### src/rtl/mux_select_ctrl.sv
// -----------------------------------------------------------------------------
// mux_select_ctrl
//   Produces the registered select line `s` for a downstream 2:1 mux from a
//   raw push-button and a raw slide switch. Both inputs are synchronised
//   (2-FF) and debounced. The select is driven according to `mode`:
//     00 switch level, 01 button toggle, 10 auto-alternate, 11 hold.
//   A one-cycle strobe marks every change of `s`.
//
// Ports
//   clk          in  1  system clock, rising edge
//   rst          in  1  asynchronous active-high reset
//   btn_in       in  1  raw push-button (asynchronous, bouncy)
//   sw_in        in  1  raw slide switch (asynchronous, bouncy)
//   mode         in  2  select mode, sampled every edge
//   s            out 1  registered mux select (0 = x, 1 = y)
//   sel_changed  out 1  one-cycle pulse coincident with each new value of s
//   btn_db       out 1  debounced button level
// -----------------------------------------------------------------------------
module mux_select_ctrl #(
    parameter int DEBOUNCE_CYCLES = 1_000_000,
    parameter int AUTO_PERIOD     = 50_000_000
) (
    input  logic       clk,
    input  logic       rst,
    input  logic       btn_in,
    input  logic       sw_in,
    input  logic [1:0] mode,
    output logic       s,
    output logic       sel_changed,
    output logic       btn_db
);

    // A debounce length of 1 would give a zero-width counter; keep at least one bit.
    localparam int DBW = (DEBOUNCE_CYCLES > 1) ? $clog2(DEBOUNCE_CYCLES) : 1;
    localparam int TW  = $clog2(AUTO_PERIOD);

    localparam logic [DBW-1:0] DB_LAST   = DBW'(DEBOUNCE_CYCLES - 1);
    localparam logic [TW-1:0]  AUTO_LAST = TW'(AUTO_PERIOD - 1);

    localparam logic [1:0] MODE_SW   = 2'b00;
    localparam logic [1:0] MODE_BTN  = 2'b01;
    localparam logic [1:0] MODE_AUTO = 2'b10;
    localparam logic [1:0] MODE_HOLD = 2'b11;

    logic           btn_meta_r, btn_sync_r;
    logic           sw_meta_r,  sw_sync_r;
    logic           btn_stable_r, sw_stable_r;
    logic [DBW-1:0] btn_cnt_r, sw_cnt_r;
    logic           btn_prev_r;
    logic [TW-1:0]  timer_r;

    logic           btn_stable_s, sw_stable_s;
    logic [DBW-1:0] btn_cnt_s, sw_cnt_s;
    logic           btn_rise_s;
    logic [TW-1:0]  timer_s;
    logic           s_next_s;

    // Debounce next-state: accept the synced level only after it has differed
    // from the stable level for DEBOUNCE_CYCLES consecutive edges.
    always_comb begin
        btn_stable_s = btn_stable_r;
        btn_cnt_s    = {DBW{1'b0}};
        if (btn_sync_r != btn_stable_r) begin
            if (btn_cnt_r == DB_LAST) begin
                btn_stable_s = btn_sync_r;
                btn_cnt_s    = {DBW{1'b0}};
            end else begin
                btn_cnt_s    = btn_cnt_r + DBW'(1);
            end
        end else begin
            btn_cnt_s = {DBW{1'b0}};
        end

        sw_stable_s = sw_stable_r;
        sw_cnt_s    = {DBW{1'b0}};
        if (sw_sync_r != sw_stable_r) begin
            if (sw_cnt_r == DB_LAST) begin
                sw_stable_s = sw_sync_r;
                sw_cnt_s    = {DBW{1'b0}};
            end else begin
                sw_cnt_s    = sw_cnt_r + DBW'(1);
            end
        end else begin
            sw_cnt_s = {DBW{1'b0}};
        end
    end

    // Select next-state by mode; the auto timer only runs while in auto mode,
    // so entering auto always yields the first toggle AUTO_PERIOD edges later.
    always_comb begin
        btn_rise_s = btn_stable_r & ~btn_prev_r;
        s_next_s   = s;
        timer_s    = {TW{1'b0}};
        case (mode)
            MODE_SW: begin
                s_next_s = sw_stable_r;
            end
            MODE_BTN: begin
                if (btn_rise_s) begin
                    s_next_s = ~s;
                end else begin
                    s_next_s = s;
                end
            end
            MODE_AUTO: begin
                if (timer_r == AUTO_LAST) begin
                    s_next_s = ~s;
                    timer_s  = {TW{1'b0}};
                end else begin
                    s_next_s = s;
                    timer_s  = timer_r + TW'(1);
                end
            end
            MODE_HOLD: begin
                s_next_s = s;
            end
            default: begin
                s_next_s = s;
            end
        endcase
    end

    // All state: synchronisers, debouncers, edge register, auto timer, outputs.
    always_ff @(posedge clk or posedge rst) begin
        if (rst) begin
            btn_meta_r   <= 1'b0;
            btn_sync_r   <= 1'b0;
            sw_meta_r    <= 1'b0;
            sw_sync_r    <= 1'b0;
            btn_stable_r <= 1'b0;
            sw_stable_r  <= 1'b0;
            btn_cnt_r    <= {DBW{1'b0}};
            sw_cnt_r     <= {DBW{1'b0}};
            btn_prev_r   <= 1'b0;
            timer_r      <= {TW{1'b0}};
            s            <= 1'b0;
            sel_changed  <= 1'b0;
        end else begin
            btn_meta_r   <= btn_in;
            btn_sync_r   <= btn_meta_r;
            sw_meta_r    <= sw_in;
            sw_sync_r    <= sw_meta_r;
            btn_stable_r <= btn_stable_s;
            sw_stable_r  <= sw_stable_s;
            btn_cnt_r    <= btn_cnt_s;
            sw_cnt_r     <= sw_cnt_s;
            btn_prev_r   <= btn_stable_r;
            timer_r      <= timer_s;
            s            <= s_next_s;
            sel_changed  <= (s_next_s != s);
        end
    end

    assign btn_db = btn_stable_r;

endmodule

### config.mk
export PLATFORM = sky130hd
export DESIGN_NAME = mux_select_ctrl
export DESIGN_NICKNAME = d
export VERILOG_FILES = /design/src/rtl/mux_select_ctrl.sv
export SDC_FILE = /design/constraint.sdc
export NUM_CORES = 1
export LEC_CHECK = 0
export ABC_AREA = 1
export BUFFER_PORTS_ARGS = -buffer_cell sky130_fd_sc_hd__buf_2
export CORE_MARGIN = 2
export CORE_UTILIZATION = 45
export CTS_CLUSTER_SIZE = 28
export DETAILED_ROUTE_END_ITERATION = 7
export HOLD_SLACK_MARGIN = 0.02
export PLACE_DENSITY = 0.72
export SLEW_MARGIN = 20
export SYNTH_ARGS = -nofsm -noshare
export SYNTH_HDL_FRONTEND = slang
export SYNTH_SLANG_ARGS = --single-unit
### constraint.sdc
create_clock -name clk -period 2.35 [get_ports clk]
set_input_delay 0.3525 -clock clk [delete_from_list [all_inputs] [get_ports clk]]
set_output_delay 0.3525 -clock clk [all_outputs]
set_load 0.02 [all_outputs]
; ---- Word level (Yosys, flattened, before mapping)
; Cells that the tools add are included.
[word_totals]
out_inout_bits = 3
in_bits = 6
word_cells = 39
register_bits = 75
[op_classes]
n_eq_ne = 9
n_reduce_logical = 3
mux = 9
add_sub_neg = 3
bitwise_logic = 3
[op_table]
columns = operator, n
row1 = two-way mux 20 bit, 4
row2 = two-way mux 26 bit, 2
row3 = "adder 20 x 1 -> 20 bit, second input constant", 2
row4 = "== test 20 bit, second input constant", 2
row5 = "adder 26 x 1 -> 26 bit, second input constant", 1
row6 = "== test 26 bit, second input constant", 1
row7 = "== test 2 bit, second input constant", 2
row8 = case mux 1 bit (4 select lines), 1
row9 = AND reduction 2 bit, 2
row10 = inequality test 1 bit, 3
row11 = "== test 2 x 1 -> 1 bit, second input constant", 1
row12 = logical NOT 2 bit, 1
row13 = two-way mux 1 bit, 2
row14 = NOT 1 bit, 2
row15 = bitwise AND 1 bit, 1

; ---- Logic depth before layout (Yosys ltp)
[logic_depth]
depth_word = 5
ltp_mapped = 11
depth_no_buf = 11

; ---- Worst setup path before layout
; OpenSTA, ideal clock, no wires.
[synth_timing]
path_type = flip-flop to flip-flop
start = register btn_cnt_r[0]
end = register btn_cnt_r[13]
required_time_ps = 2222
slack_ps = 815
t_arrival_ps = 1406
stages_incl_launch_ff = 8
path_buffers = 1
setup_ps = 128
period_less_slack_ps = 1535
cell_sequence = dfrtp_1 -> ha_1 -> nand3_2 -> nor3b_1 -> nand4_1 -> nand2_1 -> buf_4 -> nor3_1
[synth_via]
elab_chain_cells = 3
elab_cells_between_ends = 4
classes_between = add/sub (1) / eq/ne (1) / mux (2)
[synth_lines]
columns = element, line_no
row1 = "start, declared", 48  ; logic [DBW-1:0] btn_cnt_r, sw_cnt_r;
row2 = "start signal, assigned", 132  ; btn_cnt_r <= {DBW{1'b0}};
row3 = "start signal, assigned", 145  ; btn_cnt_r <= btn_cnt_s;
row4 = adder 20 x 1 -> 20 bit or == test 20 bit (tied branches), "68, 64"
row5 = two-way mux 20 bit *, 64  ; if (btn_cnt_r == DB_LAST) begin
row6 = two-way mux 20 bit *, 63  ; if (btn_sync_r != btn_stable_r) begin
row7 = net btn_cnt_s[13], 53  ; logic [DBW-1:0] btn_cnt_s, sw_cnt_s;
; The timed path passes the listed nets; every way through them passes the cells marked *.
; A chain may end at the register's enable or synchronous reset.

; ---- Final worst setup path
[layout_timing]
start = register btn_cnt_r[0]
end = register btn_cnt_r[15]
; Same word-level chain as after synthesis.

==> flow_metrics.env <==
export IMPL_synth_top_family_by_area="simple AND/OR/NAND/NOR gates"
export IMPL_crit_type="reg2reg"
export IMPL_grt_max_degree=76
export IMPL_maxCapViolations=0
export IMPL_drtPass1Iterations=4
export IMPL_crit_chain="ha_1 -> nand3_2 -> nor3b_1 -> nand4_1 -> nand2_1 -> nor3_1"
export IMPL_cts_tree="yes"
export IMPL_worstPathRequired_ns=2.56
export IMPL_power_density_nw_per_um2=512.4
export IMPL_die_y_microns=99.46
export IMPL_drive_gt1_share_pct=12.96
export IMPL_worst_skew_pair_late_latency_ns=0.34
export IMPL_synth_fa_ha_area_share_pct=0.9155
export IMPL_finalSetupViolations=0
export IMPL_leakagePower_nw=1.945
export IMPL_clk_pin_slew_ns=0.09
export IMPL_routed_wl_mm=7.862
export IMPL_final_nets=521
export IMPL_cp_slowest_cell="dfrtp_1"
export IMPL_antenna_found_initial=0
export IMPL_skew_ns=0.01240
export IMPL_yosys_area_share_simple_pct=34.85
export IMPL_max_stage_delay_ns=0.37
export IMPL_cts_hold_fix_buffers=0
export IMPL_cts_resized=0
export IMPL_pre_cts_slack_ns=0.5125
export IMPL_critPathMaxFanout=11
export IMPL_syn_area_sq_um=4100
export IMPL_dp_cells=609
export IMPL_post_route_period_util_pct=78.69
export IMPL_status="finished clean"
export IMPL_synthXorXnorAreaFrac_pct=7.049
export IMPL_worst_slew_pin_slew_ns=0.4752
export IMPL_die_w_microns=99.46
export IMPL_area_growth_pct=8.728
export IMPL_synth_compound_area_share_pct=4.791
export IMPL_grt_usage_pct=17.54
export IMPL_layout_area_seq_sq_um=1877
export IMPL_gp_congestion=0.8779
export IMPL_grt_pass1_vias=3253
export IMPL_relSlewSlack_pct=68.03
export IMPL_endpoint_kind="flop"
export IMPL_portBuffers=8
export IMPL_fin_util_pct=50.87
export IMPL_synthMuxAreaShare_pct=0.2746
export IMPL_syn_num_nets=503
export IMPL_slew_viol_final=0
export IMPL_dp_hpwl_mm=5.768
export IMPL_grt_pass1_wl_mm=14.21
export IMPL_ys_types=37
export IMPL_die_area_sq_um=9891
export IMPL_io_pins=9
export IMPL_peakVddDrop_v=0.0003644
export IMPL_start_util_pct=46.79
export IMPL_critical_path_arrival_ns=2.05
export IMPL_startpoint_type="flop"
export IMPL_ys_ff_latch=75
export IMPL_rsz0062_at_grt="no"
export IMPL_drt_iter0_drc=168
export IMPL_drc=0
export IMPL_wl_per_cell_microns=12.58
export IMPL_fin_crit_ns=1.849
export IMPL_drt_vias_per_instance=5.096
export IMPL_stdcell_count=625
export IMPL_hold_class="in2async"
export IMPL_setup_tns_ns=0
export IMPL_postSynthCellCount=494
export IMPL_rows=34
export IMPL_vias=3185
export IMPL_yosysWarnings=0
export IMPL_synth_seq_area_share_pct=45.77
export IMPL_ctsLongestPathBuffers=2
export IMPL_nFillCells=829
export IMPL_ant_nets=0
export IMPL_p_total_w=0.002284
export IMPL_clkSinkCount=75
export IMPL_n_antenna_cell=0
export IMPL_core_sq_um=8763
export IMPL_cts_setup_buffers=0
export IMPL_multiInputGateArea_sq_um=1963
export IMPL_grt_overflow=0
export IMPL_setup_ws_ns=0.5007
export IMPL_synth_avg_cell_area_sq_um=8.300
export IMPL_h_tree_depth=3
export IMPL_hold_viol=0
export IMPL_numCtsBuffers=9
export IMPL_clockRootBuffer="clkbuf_8"
export IMPL_max_freq_mhz=540.8
report_power, final:
| part | internal [W] | switching (W) | total (W) |
|---|---|---|---|
| clock network | 0.000388 | 0.000492 | 0.000880 |
| registers | 0.00130 | 0.0000103 | 0.00131 |
| logic | 0.0000234 | 0.0000672 | 0.0000907 |
cells by family after synthesis:
| logic type | after synthesis |
|---|---|
| AND/OR/NAND/NOR | 281 |
| flip-flops | 75 |
| buffers and inverters | 68 |
| AO/OA/AOI/OAI | 33 |
| XOR/XNOR | 33 |
| adder cells (fa/ha/maj) | 3 |
| multiplexers | 1 |
cells in the final DEF, fill, tap and decap left out, drive strengths merged:
master / instances
dfrtp: 75
clkinv: 5
nand2: 86
nand3b: 1
buf: 9
a31oi: 5
nor3b: 5
nand4: 16
nor2: 94
xor2: 25
nand3: 36
and3: 3
xnor2: 8
clkinvlp: 2
o21ai: 7
ha: 3
mux2: 1
o21a: 2
clkbuf: 9
a21oi: 15
nor4: 8
o211a: 1
nor3: 32
inv: 66
a211oi: 3
final cells by class:
cell class,count,share of cell area [%]
Clock buffer,9,2.779
Timing Repair Buffer,9,1.347
Sequential cell,75,42.10
Multi-Input combinational cell,351,44.04
Tap cell,108,3.031
Clock inverter,7,1.151
Inverter,66,5.557
registers in the layout (all words and copies together) (netlist names):
name         cells
timer_r         26
btn_cnt_r       20
sw_sync_r        1
sw_meta_r        1
btn_meta_r       1
s                1
sw_stable_r      1
btn_prev_r       1
sw_cnt_r        20
sel_changed      1
btn_sync_r       1
btn_db           1
stage by stage:
stage / hold slack (ns) / cell area (sq um)
after floorplan: 0.3312 / 4100
after CTS: 0.08576 / 4458
after global routing: 0.09979 / 4458
after detailed placement: 0.3512 / 4283
after global placement: 0.3385 / 4283
final: 0.07207 / 4458
critical path: cells and delay by family (launching register included):
family | cells | cell delay, ns
flip-flops | 1 | 0.37
adder cells (fa/ha/maj) | 1 | 0.21
AND/OR/NAND/NOR | 5 | 1.13
cells in the mapped netlist (all sizes together):
cell / n / area [sq um]
a211oi: 3 / 22.52
a21oi: 15 / 78.83
a31oi: 5 / 31.28
and3: 3 / 23.77
buf: 2 / 12.51
clkinv: 2 / 7.510
dfrtp: 75 / 1877
ha: 3 / 37.54
inv: 64 / 240.2
mux2: 1 / 11.26
nand2: 86 / 345.3
nand3: 36 / 212.7
nand3b: 1 / 7.510
nand4: 16 / 130.1
nor2: 94 / 406.6
nor3: 32 / 215.2
nor3b: 5 / 37.54
nor4: 8 / 50.05
o211a: 1 / 10.01
o21a: 2 / 15.01
o21ai: 7 / 38.79
xnor2: 8 / 70.07
xor2: 25 / 219.0
routing by layer:
metal,GRT usage [%],up-vias,share of wire [%]
met5,0,-,0
met4,5.796,0,0.64
met3,3.022,4,2.1
met2,29.16,28,48
met1,23.41,1499,49
li1,-,1654,-
path summary, 6_finish.rpt:
kind                                 end  cells after the start  slack, ns    startpoint
hold / removal               sw_cnt_r[1]                      3       0.07           rst
max in group asynchronous   btn_cnt_r[8]                      3       1.94           rst
hold reg to reg                sw_sync_r                      0       0.36     sw_meta_r
setup / recovery           btn_cnt_r[15]                      6       0.50  btn_cnt_r[0]
min in group clk               sw_meta_r                      1       0.12         sw_in
setup reg to reg           btn_cnt_r[15]                      6       0.50  btn_cnt_r[0]
Note: power is estimated with default switching activity, not from simulation.
